### config.mk
export PLATFORM = sky130hd
export DESIGN_NAME = mux_scan_serializer
export DESIGN_NICKNAME = d
export VERILOG_FILES = /design/src/rtl/mux_scan_serializer_pkg.sv /design/src/rtl/mux_scan_serializer.sv
export SDC_FILE = /design/constraint.sdc
export NUM_CORES = 1
export LEC_CHECK = 0
export ABC_AREA = 1
export BUFFER_PORTS_ARGS = -buffer_cell sky130_fd_sc_hd__buf_4
export CAP_MARGIN = 20
export CORE_MARGIN = 2
export CORE_UTILIZATION = 39
export DETAILED_ROUTE_END_ITERATION = 12
export PLACE_DENSITY = 0.72
export SYNTH_ARGS = -nofsm -noshare
export SYNTH_HDL_FRONTEND = slang
export SYNTH_SLANG_ARGS = --single-unit
### constraint.sdc
create_clock -name clk -period 1.7 [get_ports clk]
set_input_delay 0.17 -clock clk [delete_from_list [all_inputs] [get_ports clk]]
set_output_delay 0.17 -clock clk [all_outputs]
set_load 0.005 [all_outputs]
### src/rtl/mux_scan_serializer_pkg.sv
// Shared types and constants for the mux scan serializer.
// State encoding and select start/end helpers.
package mux_scan_serializer_pkg;

  typedef enum logic {
    ST_IDLE  = 1'b0,
    ST_SHIFT = 1'b1
  } state_t;

  localparam int DEF_WIDTH = 16;
  localparam int DEF_SEL_W = 4;

  // First select position of a frame.
  function automatic int sel_start(input int sel_w, input int msb_first);
    return (msb_first != 0) ? (2 ** sel_w) - 1 : 0;
  endfunction

  // Select position of the final bit of a frame.
  function automatic int sel_last(input int sel_w, input int msb_first);
    return (msb_first != 0) ? 0 : (2 ** sel_w) - 1;
  endfunction

endpackage

### src/rtl/mux_scan_serializer.sv
// Parallel-to-serial front end for a 16:1 select mux.
// Holds a word, steps the select, registers the mux bit.
module mux_scan_serializer
  import mux_scan_serializer_pkg::*;
#(
  parameter int WIDTH     = DEF_WIDTH,
  parameter int SEL_W     = DEF_SEL_W,
  parameter int MSB_FIRST = 0
) (
  input  logic             clk,
  input  logic             reset,
  input  logic             load_valid,
  output logic             load_ready,
  input  logic [WIDTH-1:0] load_data,
  input  logic             hold,
  output logic [WIDTH-1:0] word_out,
  output logic [SEL_W-1:0] sel_out,
  input  logic             mux_bit,
  output logic             ser_out,
  output logic             ser_valid,
  output logic             frame_done
);

  localparam int CNT_W = $clog2(WIDTH) + 1;

  localparam logic [SEL_W-1:0] START =
    SEL_W'(sel_start(SEL_W, MSB_FIRST));

  localparam logic [CNT_W-1:0] CNT_LAST = CNT_W'(WIDTH - 1);

  state_t           state, state_d;
  logic [CNT_W-1:0] cnt, cnt_d;
  logic [WIDTH-1:0] word_d;
  logic [SEL_W-1:0] sel_d, sel_step;
  logic             ser_d, sv_d, fd_d;

  assign load_ready = (state == ST_IDLE);

  assign sel_step = (MSB_FIRST != 0) ? sel_out - 1'b1
                                     : sel_out + 1'b1;

  // Next-state and datapath decode for load and shift.
  always_comb begin
    state_d = state;
    word_d  = word_out;
    sel_d   = sel_out;
    cnt_d   = cnt;
    ser_d   = ser_out;
    sv_d    = 1'b0;
    fd_d    = 1'b0;
    case (state)
      ST_IDLE: begin
        if (load_valid) begin
          word_d  = load_data;
          sel_d   = START;
          cnt_d   = '0;
          state_d = ST_SHIFT;
        end
      end
      ST_SHIFT: begin
        if (!hold) begin
          ser_d = mux_bit;
          sv_d  = 1'b1;
          sel_d = sel_step;
          cnt_d = cnt + 1'b1;
          if (cnt == CNT_LAST) begin
            fd_d    = 1'b1;
            state_d = ST_IDLE;
          end
        end
      end
      default: state_d = ST_IDLE;
    endcase
  end

  // State and output registers, cleared asynchronously.
  always_ff @(posedge clk or posedge reset) begin
    if (reset) begin
      state      <= ST_IDLE;
      word_out   <= '0;
      sel_out    <= '0;
      cnt        <= '0;
      ser_out    <= 1'b0;
      ser_valid  <= 1'b0;
      frame_done <= 1'b0;
    end else begin
      state      <= state_d;
      word_out   <= word_d;
      sel_out    <= sel_d;
      cnt        <= cnt_d;
      ser_out    <= ser_d;
      ser_valid  <= sv_d;
      frame_done <= fd_d;
    end
  end

endmodule

; ---- Word level (Yosys, flattened, before mapping)
; Index checks and enable logic that the tools add are counted.
[word_totals]
reg_bits = 29
output_inout_bits = 24
elab_cells = 32
[op_classes]
add_sub_neg = 2
eq_ne = 3
muxes = 15
bitwise_logic = 2
reduce_logical = 3
[ops]
columns = op, n
row1 = $mux W5, 2
row2 = $pmux W5 S2, 1
row3 = $mux W1, 8
row4 = $mux W4, 2
row5 = $pmux W4 S2, 1
row6 = $reduce_and A2 Y1, 3
row7 = $add A5 B1 Y5 const B, 1
row8 = $eq A5 B4 Y1 const B, 1
row9 = $add A4 B1 Y4 const B, 1
row10 = $ne A2 B2 Y1 const B, 2
row11 = $not A1 Y1, 2
row12 = $pmux W1 S2, 1

; ---- Depth between registers and ports, before layout
; Gate-level depths: netlist of run 1.
[logic_depth]
word_depth = 4
mapped_depth = 7
depth_no_buf = 7

; ---- Least setup slack after synthesis of run 1
; OpenSTA, ideal clock, no wires.
[synth_timing]
path_kind = flip-flop to flip-flop
from = reg cnt[0]
to = reg cnt[4]
setup_ns = 0.082
t_arrival_ns = 1.101
setup_slack_ns = 0.516
path_stages_with_launch = 6
synth_period_minus_slack_ns = 1.184
path_cell_list = dfrtp_1 -> ha_1 -> nand2_1 -> nor2_1 -> ha_1 -> o22ai_1
[synth_via]
elab_chain_cells = 3
[synth_rtl]
columns = element, line_no
row1 = start: declaration, mux_scan_serializer.sv:32  ; logic [CNT_W-1:0] cnt, cnt_d;
row2 = start signal: assignment, mux_scan_serializer.sv:90  ; cnt <= cnt_d;
row3 = $add A5 B1 Y5, mux_scan_serializer.sv:65  ; cnt_d = cnt + 1'b1;
row4 = $mux W5, mux_scan_serializer.sv:61  ; if (!hold) begin
row5 = $pmux W5 S2, mux_scan_serializer.sv:51  ; case (state)
; No other way between the ends. The select of a mux whose other input is x is not followed.
; A chain may end at the register's enable or synchronous reset.

; ---- Worst setup path in the final report of run 1
[layout_timing]
from = reg state
to = out load_ready
[layout_via]
elab_chain_cells = 1
[layout_rtl]
columns = element, line_no
row1 = start: declaration, mux_scan_serializer.sv:31  ; state_t state, state_d;
row2 = start signal: assignment, mux_scan_serializer.sv:87  ; state <= state_d;
row3 = $not A1 Y1 (no line), -
row4 = end: declaration, mux_scan_serializer.sv:13  ; output logic load_ready,
; No other way between the ends.

==> results.sh, run 1 <==
export IMPL_grt_max_degree=21
export IMPL_yosysSeqAreaShare_pct=58.9
export IMPL_synth_area_per_cell_um2=8.87
export IMPL_final_nets=212
export IMPL_grt_pass1_wl_um=4370
export IMPL_dp_slack_ps=441
export IMPL_tightest_slew_ps=474
export IMPL_cts_max_level=2
export IMPL_initial_core_util_pct=40.7
export IMPL_peakVddDrop_mv=0.674
export IMPL_route_antenna_remaining_nets=0
export IMPL_multiInputGateArea_um2=422
export IMPL_insertion_delay_ps=320
export IMPL_cap_violations=0
export IMPL_synth_compound_area_share_pct=2.54
export IMPL_p_switching_mw=0.801
export IMPL_period_share_pct=78.9
export IMPL_chipHeight_um=60.2
export IMPL_ioPinCount=45
export IMPL_path_max_fanout=17
export IMPL_setup_viol=0
export IMPL_tns_ps=0
export IMPL_end_kind="output port"
export IMPL_crit_arrival_ps=1170
export IMPL_status="finished clean"
export IMPL_drt_iter0_drc=58
export IMPL_wl_um=2640
export IMPL_dp_hpwl_um=1950
export IMPL_required_ps=1530
export IMPL_slew_headroom_pct=68.3
export IMPL_ys_seq_elements=29
export IMPL_p_per_area_mw_per_mm2=1450
export IMPL_grt_pass1_vias=1032
export IMPL_synth_area_mm2=0.00123
export IMPL_grt_remaining_overflow=0
export IMPL_synth_fa_ha_area_share_pct=3.05
export IMPL_layout_drive_gt1_share_pct=29.1
export IMPL_max_freq_ghz=0.746
export IMPL_grt_util_all_layers_pct=16.5
export IMPL_clock_sinks=29
export IMPL_leakagePower_nw=0.930
export IMPL_clkPwrFrac_pct=16.0
export IMPL_cts_buffers=5
export IMPL_diodes=0
export IMPL_syn_nets=163
export IMPL_synth_warnings=0
export IMPL_wl_per_cell_um=11.3
export IMPL_synthSimpleGateAreaFrac_pct=28.6
export IMPL_fill_cells=290
export IMPL_synthMuxAreaShare_pct=0
export IMPL_place_congestion=0.726
export IMPL_firstDrtPassIters=4
export IMPL_cts_buffer_depth=2
export IMPL_startpoint_type="flip-flop"
export IMPL_hold_class="in -> reg"
export IMPL_power_share_sequential_pct=48.0
export IMPL_fp_row_count=20
export IMPL_ys_types=17
export IMPL_placedCellCount=224
export IMPL_comb_power_share_pct=36.0
export IMPL_dieArea_mm2=0.00363
export IMPL_fin_crit_ps=1340
export IMPL_cts_tree="done"
export IMPL_finalHoldViolations=0
export IMPL_fin_ws_ps=359
export IMPL_fin_area_mm2=0.00165
export IMPL_cts_root_buf="clkbuf_4"
export IMPL_regArea_um2=726
export IMPL_p_int_mw=1.59
export IMPL_finalClockSkew_ps=4.08
export IMPL_slew_violations=0
export IMPL_stdcell_count=233
export IMPL_post_drt_via_cell_ratio=4.58
export IMPL_antenna_found_initial=0
export IMPL_drcViolationCount=0
export IMPL_synthXorXnorAreaFrac_pct=0
export IMPL_numPortBuffers=44
export IMPL_core_area_mm2=0.00303
export IMPL_synth_top_family_by_area="simple AND/OR/NAND/NOR gates"
export IMPL_area_delta_synth_final_pct=33.7
export IMPL_grt_setup_unrepaired="no"
export IMPL_syn_inst=139
export IMPL_path_clk_slew_ps=80
export IMPL_die_w_um=60.2
export IMPL_via_count=1068
export IMPL_place_area_mm2=0.00159
export IMPL_crit_type="reg -> out"
export IMPL_swShare_pct=33.5
[synth_stat cells]
cell	instances	area share [%]
o21ai_0	1	0.41
inv_2	2	0.61
nand2_2	1	0.51
nand2_4	1	0.91
buf_4	1	0.61
nor2_1	9	2.7
o21ai_1	2	0.81
buf_8	1	1.2
buf_6	1	0.91
nand3_1	19	7.7
o22ai_1	1	0.51
ha_1	3	3.0
dfrtp_1	29	59
buf_2	2	0.81
inv_1	9	2.7
a21oi_1	2	0.81
nand2_1	55	17
[timing repair]
action                    4_1_cts  5_1_grt
hold endpoints to repair       12        0
hold buffers                    1        0
gates resized for setup         0        0
setup buffers                   0        0
[layout by cell type (no fill, tap or decap)]
cell type | Yosys | routed
nand2_1 | 55 | 55
buf_4 | 1 | 46
dfrtp_1 | 29 | 29
nand3_1 | 19 | 19
nor2_1 | 9 | 9
inv_1 | 9 | 9
clkbuf_4 | 0 | 5
ha_1 | 3 | 3
clkbuf_1 | 0 | 3
inv_2 | 2 | 2
o21ai_1 | 2 | 2
a21oi_1 | 2 | 2
nand2_2 | 1 | 1
nand2_4 | 1 | 1
o21ai_0 | 1 | 1
o22ai_1 | 1 | 1
dlygate4sd3_1 | 0 | 1
[layout make-up]
type / count / share of cell area [%]
clock buffer: 8 / 2.96
inverter: 11 / 2.51
multi-input combinational: 94 / 25.6
tap: 44 / 3.34
sequential: 29 / 44.0
timing repair buffer: 47 / 21.6
[metrics by stage]
stage          util (%)  hold WS [ps]  power, mW
5_1_grt            54.4          44.2       2.61
6_report           54.4          46.0       2.39
3_3_place_gp       52.5           208       1.98
2_1_floorplan         -           248       1.56
4_1_cts            54.4          32.7       2.43
3_5_place_dp       52.5           232       2.04
[path summary, 6_finish.rpt]
check,startpoint,to,slack [ps],depth (start not counted)
max,state$_DFF_PP0_,load_ready,360,3
min,mux_bit,ser_out$_DFFE_PP0P_,50,3
max reg2reg,cnt[0]$_DFFE_PP0P_,cnt[4]$_DFFE_PP0P_,440,5
max in group asynchronous,reset,sel_out[1]$_DFFE_PP0P_,670,4
min reg2reg,word_out[0]$_DFFE_PP0P_,word_out[0]$_DFFE_PP0P_,480,2
min in group asynchronous,reset,word_out[12]$_DFFE_PP0P_,430,3
[power by group through the flow]
stage	Combinational, mW	Clock [mW]	Sequential, mW
4_1_cts	0.881	0.402	1.15
3_3_place_gp	0.841	0	1.14
5_1_grt	1.00	0.430	1.18
2_1_floorplan	0.408	0	1.15
6_report	0.859	0.383	1.15
3_5_place_dp	0.876	0	1.16
[worst max-delay path, stage by stage, from the launching register on]
cell and delay (ps):
dfrtp_1 420, inv_2 90, buf_4 210, buf_4 140
[per-layer routing]
metal / global-route usage [%] / vias to the layer above / share of wire [%]
met5: 0 / - / 0
met4: 6.03 / 0 / 1.3
met3: 6.28 / 3 / 6.8
met2: 27.6 / 34 / 48
met1: 19.1 / 499 / 44
li1: - / 532 / -
[sequential cells by signal, summed over array words and instances (netlist names)]
signal      count
ser_out         1
ser_valid       1
word_out       16
sel_out         4
cnt             5
state           1
frame_done      1
[kinds of logic after synthesis]
family                     after synthesis
AOI/OAI and AO/OA                        6
adders and majority gates                3
buffers and inverters                   16
DFF                                     29
and+or+nand+nor                         85
Note: power is estimated with default switching activity, not from simulation.
==> inputs of run 2 (changes only) <==
--- a/config.mk
+++ b/config.mk
@@ -11,7 +11,7 @@
 export CORE_MARGIN = 2
 export CORE_UTILIZATION = 39
 export DETAILED_ROUTE_END_ITERATION = 12
-export PLACE_DENSITY = 0.72
+export PLACE_DENSITY = 0.75
 export SYNTH_ARGS = -nofsm -noshare
 export SYNTH_HDL_FRONTEND = slang
 export SYNTH_SLANG_ARGS = --single-unit
==> constraint.sdc (replaced) <==
create_clock -name clk -period 1.2 [get_ports clk]
set_input_delay 0.12 -clock clk [delete_from_list [all_inputs] [get_ports clk]]
set_output_delay 0.12 -clock clk [all_outputs]
set_load 0.005 [all_outputs]
==> run 2 against run 1 <==
Against the previous run:
- utilization is 2.6 points higher
- worst setup slack worse by 330 ps
- clock skew about the same
- sequential cell count unchanged
- combinational power grew 58%
- clock power rose by 43%
- design area rose by 4.7%
- via count rose by 2.0%
- count of clock-buffer cells in the layout down 2
- global-route usage increased by 0.19 points
- power grew 48%
- critical path type is now reg -> reg
- critical endpoint is now cnt[4]$_DFFE_PP0P_
==> results.sh, run 2 (synthesis gave the netlist of run 1 again) <==
export IMPL_grt_max_degree=30
export IMPL_regArea_um2=726
export IMPL_fill_cells=282
export IMPL_layout_drive_gt1_share_pct=33.7
export IMPL_multiInputGateArea_um2=434
export IMPL_grt_pass1_vias=1024
export IMPL_status="finished clean"
export IMPL_grt_util_all_layers_pct=16.7
export IMPL_leakagePower_nw=0.969
export IMPL_max_flop_register="word_out"
export IMPL_tns_ps=0
export IMPL_path_max_fanout=2
export IMPL_finalClockSkew_ps=4.58
export IMPL_required_ps=1450
export IMPL_layout_common_cells="54 x nand2_1, 51 x buf_4, 29 x dfrtp_1"
export IMPL_diodes=0
export IMPL_largest_reg_flops=16
export IMPL_grt_setup_unrepaired="yes"
export IMPL_tightest_slew_ps=357
export IMPL_cts_tree="done"
export IMPL_dp_hpwl_um=1970
export IMPL_path_clk_slew_ps=90
export IMPL_crit_arrival_ps=1420
export IMPL_drt_iter0_drc=34
export IMPL_grt_remaining_overflow=0
export IMPL_area_delta_synth_final_pct=40.0
export IMPL_max_freq_ghz=0.853
export IMPL_end_kind="flip-flop"
export IMPL_wl_per_cell_um=11.3
export IMPL_cts_max_level=2
export IMPL_final_nets=219
export IMPL_insertion_delay_ps=330
export IMPL_clock_sinks=29
export IMPL_dieArea_mm2=0.00363
export IMPL_grt_pass1_wl_um=4370
export IMPL_slew_headroom_pct=76.2
export IMPL_via_count=1089
export IMPL_cts_buffer_depth=2
export IMPL_finalHoldViolations=0
export IMPL_cts_buffers=5
export IMPL_final_common_cell="nand2_1"
export IMPL_cap_violations=0
export IMPL_fp_row_count=20
export IMPL_startpoint_type="flip-flop"
export IMPL_drcViolationCount=0
export IMPL_ioPinCount=45
export IMPL_p_per_area_mw_per_mm2=2050
export IMPL_die_w_um=60.2
export IMPL_initial_core_util_pct=40.7
export IMPL_hold_class="in -> reg"
export IMPL_core_area_mm2=0.00303
export IMPL_route_antenna_remaining_nets=0
export IMPL_place_congestion=0.739
export IMPL_post_drt_via_cell_ratio=4.54
export IMPL_chipHeight_um=60.2
export IMPL_top_regs="word_out x16, cnt x5, sel_out x4"
export IMPL_setup_viol=0
export IMPL_peakVddDrop_mv=0.906
export IMPL_period_share_pct=97.6
export IMPL_crit_type="reg -> reg"
export IMPL_wl_um=2700
export IMPL_power_mw=3.53
export IMPL_firstDrtPassIters=4
export IMPL_antenna_found_initial=0
export IMPL_numPortBuffers=44
export IMPL_cts_root_buf="clkbuf_4"
export IMPL_slew_violations=0
export IMPL_fin_crit_ps=1170
## run 2: path summary, 6_finish.rpt
check / startpoint / endpoint / slack, ps / depth (start not counted)
max: cnt[0]$_DFFE_PP0P_ / cnt[4]$_DFFE_PP0P_ / 30 / 5
min: load_data[8] / word_out[8]$_DFFE_PP0P_ / 20 / 3
max reg2reg: cnt[0]$_DFFE_PP0P_ / cnt[4]$_DFFE_PP0P_ / 30 / 5
min reg2reg: word_out[13]$_DFFE_PP0P_ / word_out[13]$_DFFE_PP0P_ / 480 / 2
max in group asynchronous: reset / cnt[1]$_DFFE_PP0P_ / 520 / 4
min in group asynchronous: reset / word_out[0]$_DFFE_PP0P_ / 420 / 4
## run 2: final cells by class
type / count / area share [%]
clock buffer: 6 / 2.39
sequential: 29 / 42.1
timing repair buffer: 54 / 24.2
inverter: 11 / 2.39
multi-input combinational: 94 / 25.2
clock inverter: 2 / 0.580
tap: 44 / 3.19
## run 2: repair_timing
| item | CTS | global route |
|---|---|---|
| endpoints found under the setup margin | 2 | 6 |
| gates resized for setup | 3 | 3 |
| pin swaps | 1 | 0 |
| buffers inserted | 2 | 1 |
| hold buffers | 2 | 0 |
| endpoints found under the hold margin | 30 | 0 |
## run 2: routing by layer
metal | vias up | wire length (um) | track usage [%]
met5 | - | 0 | 0
met4 | 0 | 52 | 9.52
met3 | 7 | 176 | 4.11
met2 | 40 | 1350 | 28.7
met1 | 496 | 1130 | 18.6
li1 | 546 | - | -
## run 2: power breakdown
part | leakage, nW | internal, mW | switching [mW]
clock | 0.0320 | 0.222 | 0.324
sequential | 0.358 | 1.36 | 0.263
combinational | 0.579 | 0.746 | 0.615
total | 0.969 | 2.33 | 1.20
## run 2: per-stage QoR
stage	utilization, %	setup WS, ps	hold WS, ps	instances	instance area (um2)
after CTS	56.4	19.5	14.8	239	1710
after floorplan	-	16.4	198	139	1230
after global placement	53.2	36.5	208	227	1610
final	57.0	28.3	20.2	240	1730
after global routing	57.0	-36.5	14.7	240	1730
after detailed placement	53.2	-10.5	215	227	1610
## run 2: critical path: stages, from the launching register on
cell and delay, ps:
dfrtp_1 400, ha_2 200, nand2_2 70, nor2_1 40, ha_1 260, o22ai_1 140
